$ cat config.mk
export PLATFORM = sky130hd
export DESIGN_NAME = mem_access_ctrl
export DESIGN_NICKNAME = d
export VERILOG_FILES = /design/src/rtl/cpu_types_pkg.sv /design/src/rtl/mem_access_ctrl.sv
export SDC_FILE = /design/constraint.sdc
export NUM_CORES = 1
export LEC_CHECK = 0
export ABC_CLOCK_PERIOD_IN_PS = 3250
export CORE_UTILIZATION = 40
export DETAILED_ROUTE_END_ITERATION = 10
export MAX_ROUTING_LAYER = met4
export PLACE_DENSITY = 0.79
export SLEW_MARGIN = 0
export SYNTH_ARGS = -nofsm -noshare
export SYNTH_HDL_FRONTEND = slang
export SYNTH_SLANG_ARGS = --single-unit
$ cat constraint.sdc
create_clock -name CLK -period 3.25 [get_ports CLK]
set_clock_uncertainty 0.05 [all_clocks]
set_input_delay 0.975 -clock CLK [delete_from_list [all_inputs] [get_ports CLK]]
set_output_delay 0.975 -clock CLK [all_outputs]
set_load 0.02 [all_outputs]
$ cat src/rtl/cpu_types_pkg.sv
// cpu_types_pkg: shared word and memory-stage state types
package cpu_types_pkg;
  typedef logic [31:0] word_t;
  typedef enum logic [1:0] {IDLE, ACCESS, DONE} memstate_t;
endpackage

$ cat src/rtl/mem_access_ctrl.sv
// mem_access_ctrl: holds a dmem request until dhit, stalls the pipeline, captures load data
module mem_access_ctrl
  import cpu_types_pkg::*;
#(
  parameter int TIMEOUT_CYCLES = 1024
) (
  input  logic  CLK,
  input  logic  nRST,
  input  logic  memread_i,
  input  logic  memwrite_i,
  input  word_t addr_i,
  input  word_t store_i,
  input  logic  halt_i,
  input  logic  flush_i,
  input  logic  dhit,
  input  word_t dmemload,
  output logic  dmemREN,
  output logic  dmemWEN,
  output word_t dmemaddr,
  output word_t dmemstore,
  output logic  mem_stall_o,
  output word_t dmemload_o,
  output logic  mem_done_o,
  output logic  wb_valid_o,
  output logic  halt_o,
  output logic  timeout_o,
  output logic  conflict_o
);
  localparam int CW = $clog2(TIMEOUT_CYCLES + 1);
  memstate_t   r_state;
  memstate_t   w_next;
  logic        w_req;
  logic [CW-1:0] r_cnt;
  logic [CW-1:0] w_cnt_inc;
  logic        r_wr, r_kill, r_ren, r_wen, r_halt, r_timeout, r_conflict;
  word_t       r_addr, r_store, r_load;
  // next state, stall and completion outputs
  always_comb begin
    w_req       = (memread_i | memwrite_i) & ~flush_i & ~r_halt;
    w_next      = r_state;
    mem_stall_o = 1'b0;
    mem_done_o  = 1'b0;
    wb_valid_o  = 1'b0;
    w_cnt_inc   = (r_cnt == CW'(TIMEOUT_CYCLES)) ? r_cnt : r_cnt + 1'b1;
    case (r_state)
      IDLE: begin
        mem_stall_o = w_req;
        w_next      = w_req ? ACCESS : IDLE;
      end
      ACCESS: begin
        mem_stall_o = 1'b1;
        w_next      = dhit ? DONE : ACCESS;
      end
      DONE: begin
        mem_done_o = 1'b1;
        wb_valid_o = ~r_kill & ~flush_i;
        w_next     = IDLE;
      end
      default: w_next = IDLE;
    endcase
  end
  // state, held request, captured load word, timeout counter and sticky flags
  always_ff @(posedge CLK) begin
    if (!nRST) begin
      r_state    <= IDLE;
      r_cnt      <= '0;
      r_wr       <= 1'b0;
      r_kill     <= 1'b0;
      r_ren      <= 1'b0;
      r_wen      <= 1'b0;
      r_halt     <= 1'b0;
      r_timeout  <= 1'b0;
      r_conflict <= 1'b0;
      r_addr     <= '0;
      r_store    <= '0;
      r_load     <= '0;
    end else begin
      r_state <= w_next;
      case (r_state)
        IDLE: begin
          if (halt_i & ~flush_i) r_halt <= 1'b1;
          if (w_req) begin
            r_addr  <= addr_i;
            r_store <= store_i;
            r_wr    <= memwrite_i;
            r_ren   <= ~memwrite_i;
            r_wen   <= memwrite_i;
            r_kill  <= 1'b0;
            if (memread_i & memwrite_i) r_conflict <= 1'b1;
          end
        end
        ACCESS: begin
          if (flush_i) r_kill <= 1'b1;
          if (dhit) begin
            r_ren <= 1'b0;
            r_wen <= 1'b0;
            if (!r_wr) r_load <= dmemload;
          end else begin
            r_cnt <= w_cnt_inc;
            if (w_cnt_inc == CW'(TIMEOUT_CYCLES)) r_timeout <= 1'b1;
          end
        end
        DONE: r_cnt <= '0;
        default: ;
      endcase
    end
  end
  assign dmemREN    = r_ren;
  assign dmemWEN    = r_wen;
  assign dmemaddr   = r_addr;
  assign dmemstore  = r_store;
  assign dmemload_o = r_load;
  assign halt_o     = r_halt;
  assign timeout_o  = r_timeout;
  assign conflict_o = r_conflict;
endmodule

==> impl_metrics.csv <==
group,metric,value,unit
pwr,power_leakage,2.60,nW
floorplanning,start_util,41.9,%
place,gp_congestion,0.832,
setup_path,cp_max_fo,2,
timing,maxSlewViolCount,0,
clock_tree,numClockSinks,116,
timing,max_freq,0.319,GHz
synthesis,yosys_warnings,0,
layout,fillers,868,
routing,drc,0,
floorplanning,die_y,107,µm
global_route,grt_usage,24.0,%
setup_path,start_kind,"input pin",
synthesis,synthArstFlopShare,0,%
setup_path,crit_start,"memwrite_i",
layout,layout_commonest_cell,"nand2_1",
global_route,antenna_found_initial,0,
clock_tree,cts_root_buffer,"clkbuf_8",
job,maxCapViolations,0,
min_path,min_path_type,"reg -> reg",
routing,vias,4518,
routing,wirelength,13300,µm
floorplanning,core_area,0.0105,mm²
floorplanning,io_pins,207,
clock_tree,cts_tree,"done",
timing,worstMarginPinSlew,0.716,ns
clock_tree,ctsHoldBuffers,0,
timing,holdWs,0.403,ns
layout,most-common-layout-cells,"nand2_1, clkdlybuf4s50_1, dfxtp_1, a21oi_1, nor2_1",
setup_path,rr_worst_depth,6,
global_route,grt_pass1_wl,21000,µm
layout,drive_above_1_share,7.41,%
global_route,grt_max_degree,114,
clock_tree,h-tree-depth,4,
place,port_buffers,206,
synthesis,synth_cell_types,42,
setup_path,end_kind,"primary output",
layout,fin_nets,861,
layout,post-route-util,68.8,%
routing,post_drt_wl_per_cell,14.7,µm
clock_tree,post-cts-setup-buffer-count,0,
routing,vias_per_cell,4.99,
synthesis,synth_edf_count,0,
global_route,grt_pass1_vias,4507,
layout,diodes,0,
clock_tree,clock_path_buffers,2,
setup_path,r2r_slack,1.19,ns
pwr,power_density,566,mW/mm²
synthesis,syn_inst,561,
setup_path,crit_end,"mem_stall_o",
routing,first_iter_violations,214,
timing,final_hold_viol_count,0,
clock_tree,clkLatencyLatePin,0.51,ns
routing,antenna_left,0,
setup_path,rr_endpoint,"timeout_o",
setup_path,required,2.22,ns
floorplanning,die-area,0.0114,mm²
timing,rsz0062_at_grt,"no",
floorplanning,num_rows,37,
layout,areaGrowthSynthToFinish,64.3,%
setup_path,arrival,2.11,ns
place,dpl.hpwl,9040,µm
floorplanning,die_w,107,µm
synthesis,synth.avg_cell_area,7.82,µm²
synthesis,synth_nets,666,
pwr,ir_drop,0.000378,V
synthesis,synth-main-ff-cell,"dfxtp_1",
timing,layout_worst_path_cycle_share,96.5,%
timing,period_minus_slack,3.13,ns
status,status,"completed",
setup_path,reg2reg_from,"r_cnt[0]",
timing,slew_headroom,52.3,%
routing,dr.pass1.iters,4,
synthesis,synth_area,0.00439,mm²
setup_path,path_class,"in -> out",
synthesis,ys_seq_elements,116,
clock_tree,clkTransAtPathRegs,0.06,ns
global_route,grt.overflow.total,0,
clock_tree,numCtsBuffers,17,
timing,finalSetupViolCount,0,
synthesis,yosysSeqAreaShare,53.0,%
[per-stage QoR]
step | instance area, µm² | instances | TNS [ns] | total power [W] | setup slack, ns
after floorplan | 4390 | 561 | 0 | 0.00182 | 0.129
after global placement | 6560 | 873 | -0.803 | 0.00213 | -0.680
after detailed placement | 6560 | 873 | -0.791 | 0.00214 | -0.673
after CTS | 7200 | 905 | -0.0384 | 0.00411 | -0.0384
after global routing | 7200 | 905 | 0 | 0.00422 | 0.0731
final | 7200 | 905 | 0 | 0.00408 | 0.115
[Yosys cell counts, drive strengths merged, types with 2 or more instances]
cell,instances,area (µm²)
a21boi,2,15.0
a21oi,105,526
a22oi,2,15.0
a31oi,2,12.5
and2,2,12.5
and3,3,18.8
buf,12,66.3
clkbuf,29,109
dfxtp,116,2320
ha,2,25.0
inv,4,15.0
nand2,208,781
nand2b,2,12.5
nand3,9,55.1
nor2,19,71.3
nor3,6,30.0
nor3b,2,15.0
nor4,3,18.8
o21a,3,22.5
o21ai,6,30.0
o31ai,2,20.0
or3,4,30.0
xnor2,2,17.5
xor2,3,26.3
[how the worst min path moves through the flow]
stage | cells after the start | endpoint | slack [ns] | start
2_1_floorplan | 2 | r_wr | 0.40 | r_wr
5_1_grt | 2 | dmemstore[3] | 0.42 | dmemstore[3]
3_3_place_gp | 2 | dmemstore[29] | 0.39 | dmemstore[29]
3_5_place_dp | 2 | dmemstore[26] | 0.40 | dmemstore[26]
6_report | 2 | dmemaddr[12] | 0.40 | dmemaddr[12]
4_1_cts | 2 | dmemstore[26] | 0.40 | dmemstore[26]
[metal layers]
metal | part of all wire, % | vias up | track usage [%]
met4 | 3.0 | 0 | 11.4
met5 | 0 | - | -
li1 | - | 2231 | -
met2 | 52 | 155 | 41.2
met1 | 39 | 2101 | 25.5
met3 | 6.0 | 31 | 6.63
[timing repair]
| action | in CTS | in global routing |
|---|---|---|
| setup endpoints to repair | 2 | 1 |
| resized for setup | 9 | 2 |
| endpoints found under the hold margin | 0 | 0 |
| pin swaps | 1 | 0 |
[layout make-up]
| cell class | instances | area, µm² | area share (%) |
|---|---|---|---|
| Clock buffer | 18 | 428 | 5.94 |
| Multi-Input combinational cell | 399 | 1890 | 26.2 |
| Inverter | 5 | 20.0 | 0.278 |
| Tap cell | 136 | 170 | 2.36 |
| Clock inverter | 14 | 201 | 2.80 |
| Timing Repair Buffer | 217 | 2170 | 30.2 |
| Sequential cell | 116 | 2320 | 32.2 |
[where the power goes]
group | internal, W | switching [W]
logic | 0.000291 | 0.000288
clock network | 0.00128 | 0.000689
registers | 0.00149 | 0.0000389
[registers in the layout (all words and copies together), names as in the netlist]
signal	flops
dmemload_o	32
timeout_o	1
dmemstore	32
conflict_o	1
r_cnt	11
dmemaddr	32
halt_o	1
r_wr	1
r_kill	1
dmemREN	1
dmemWEN	1
r_state	2
[critical path, stage by stage]
cell	delay (ns)
clkdlybuf4s50_1	0.48
nor2_1	0.07
or3_4	0.38
nand2_2	0.08
buf_6	0.11
[kinds of logic after synthesis]
group	Yosys count	synth area share, %
AOI/OAI and AO/OA	128	16.2
xor gates and xnor gates	5	0.999
adders and majority gates	2	0.571
buffers and inverters	46	4.42
DFF	116	53.0
and+or+nand+nor	264	24.9
Note: power is estimated with default switching activity, not from simulation.
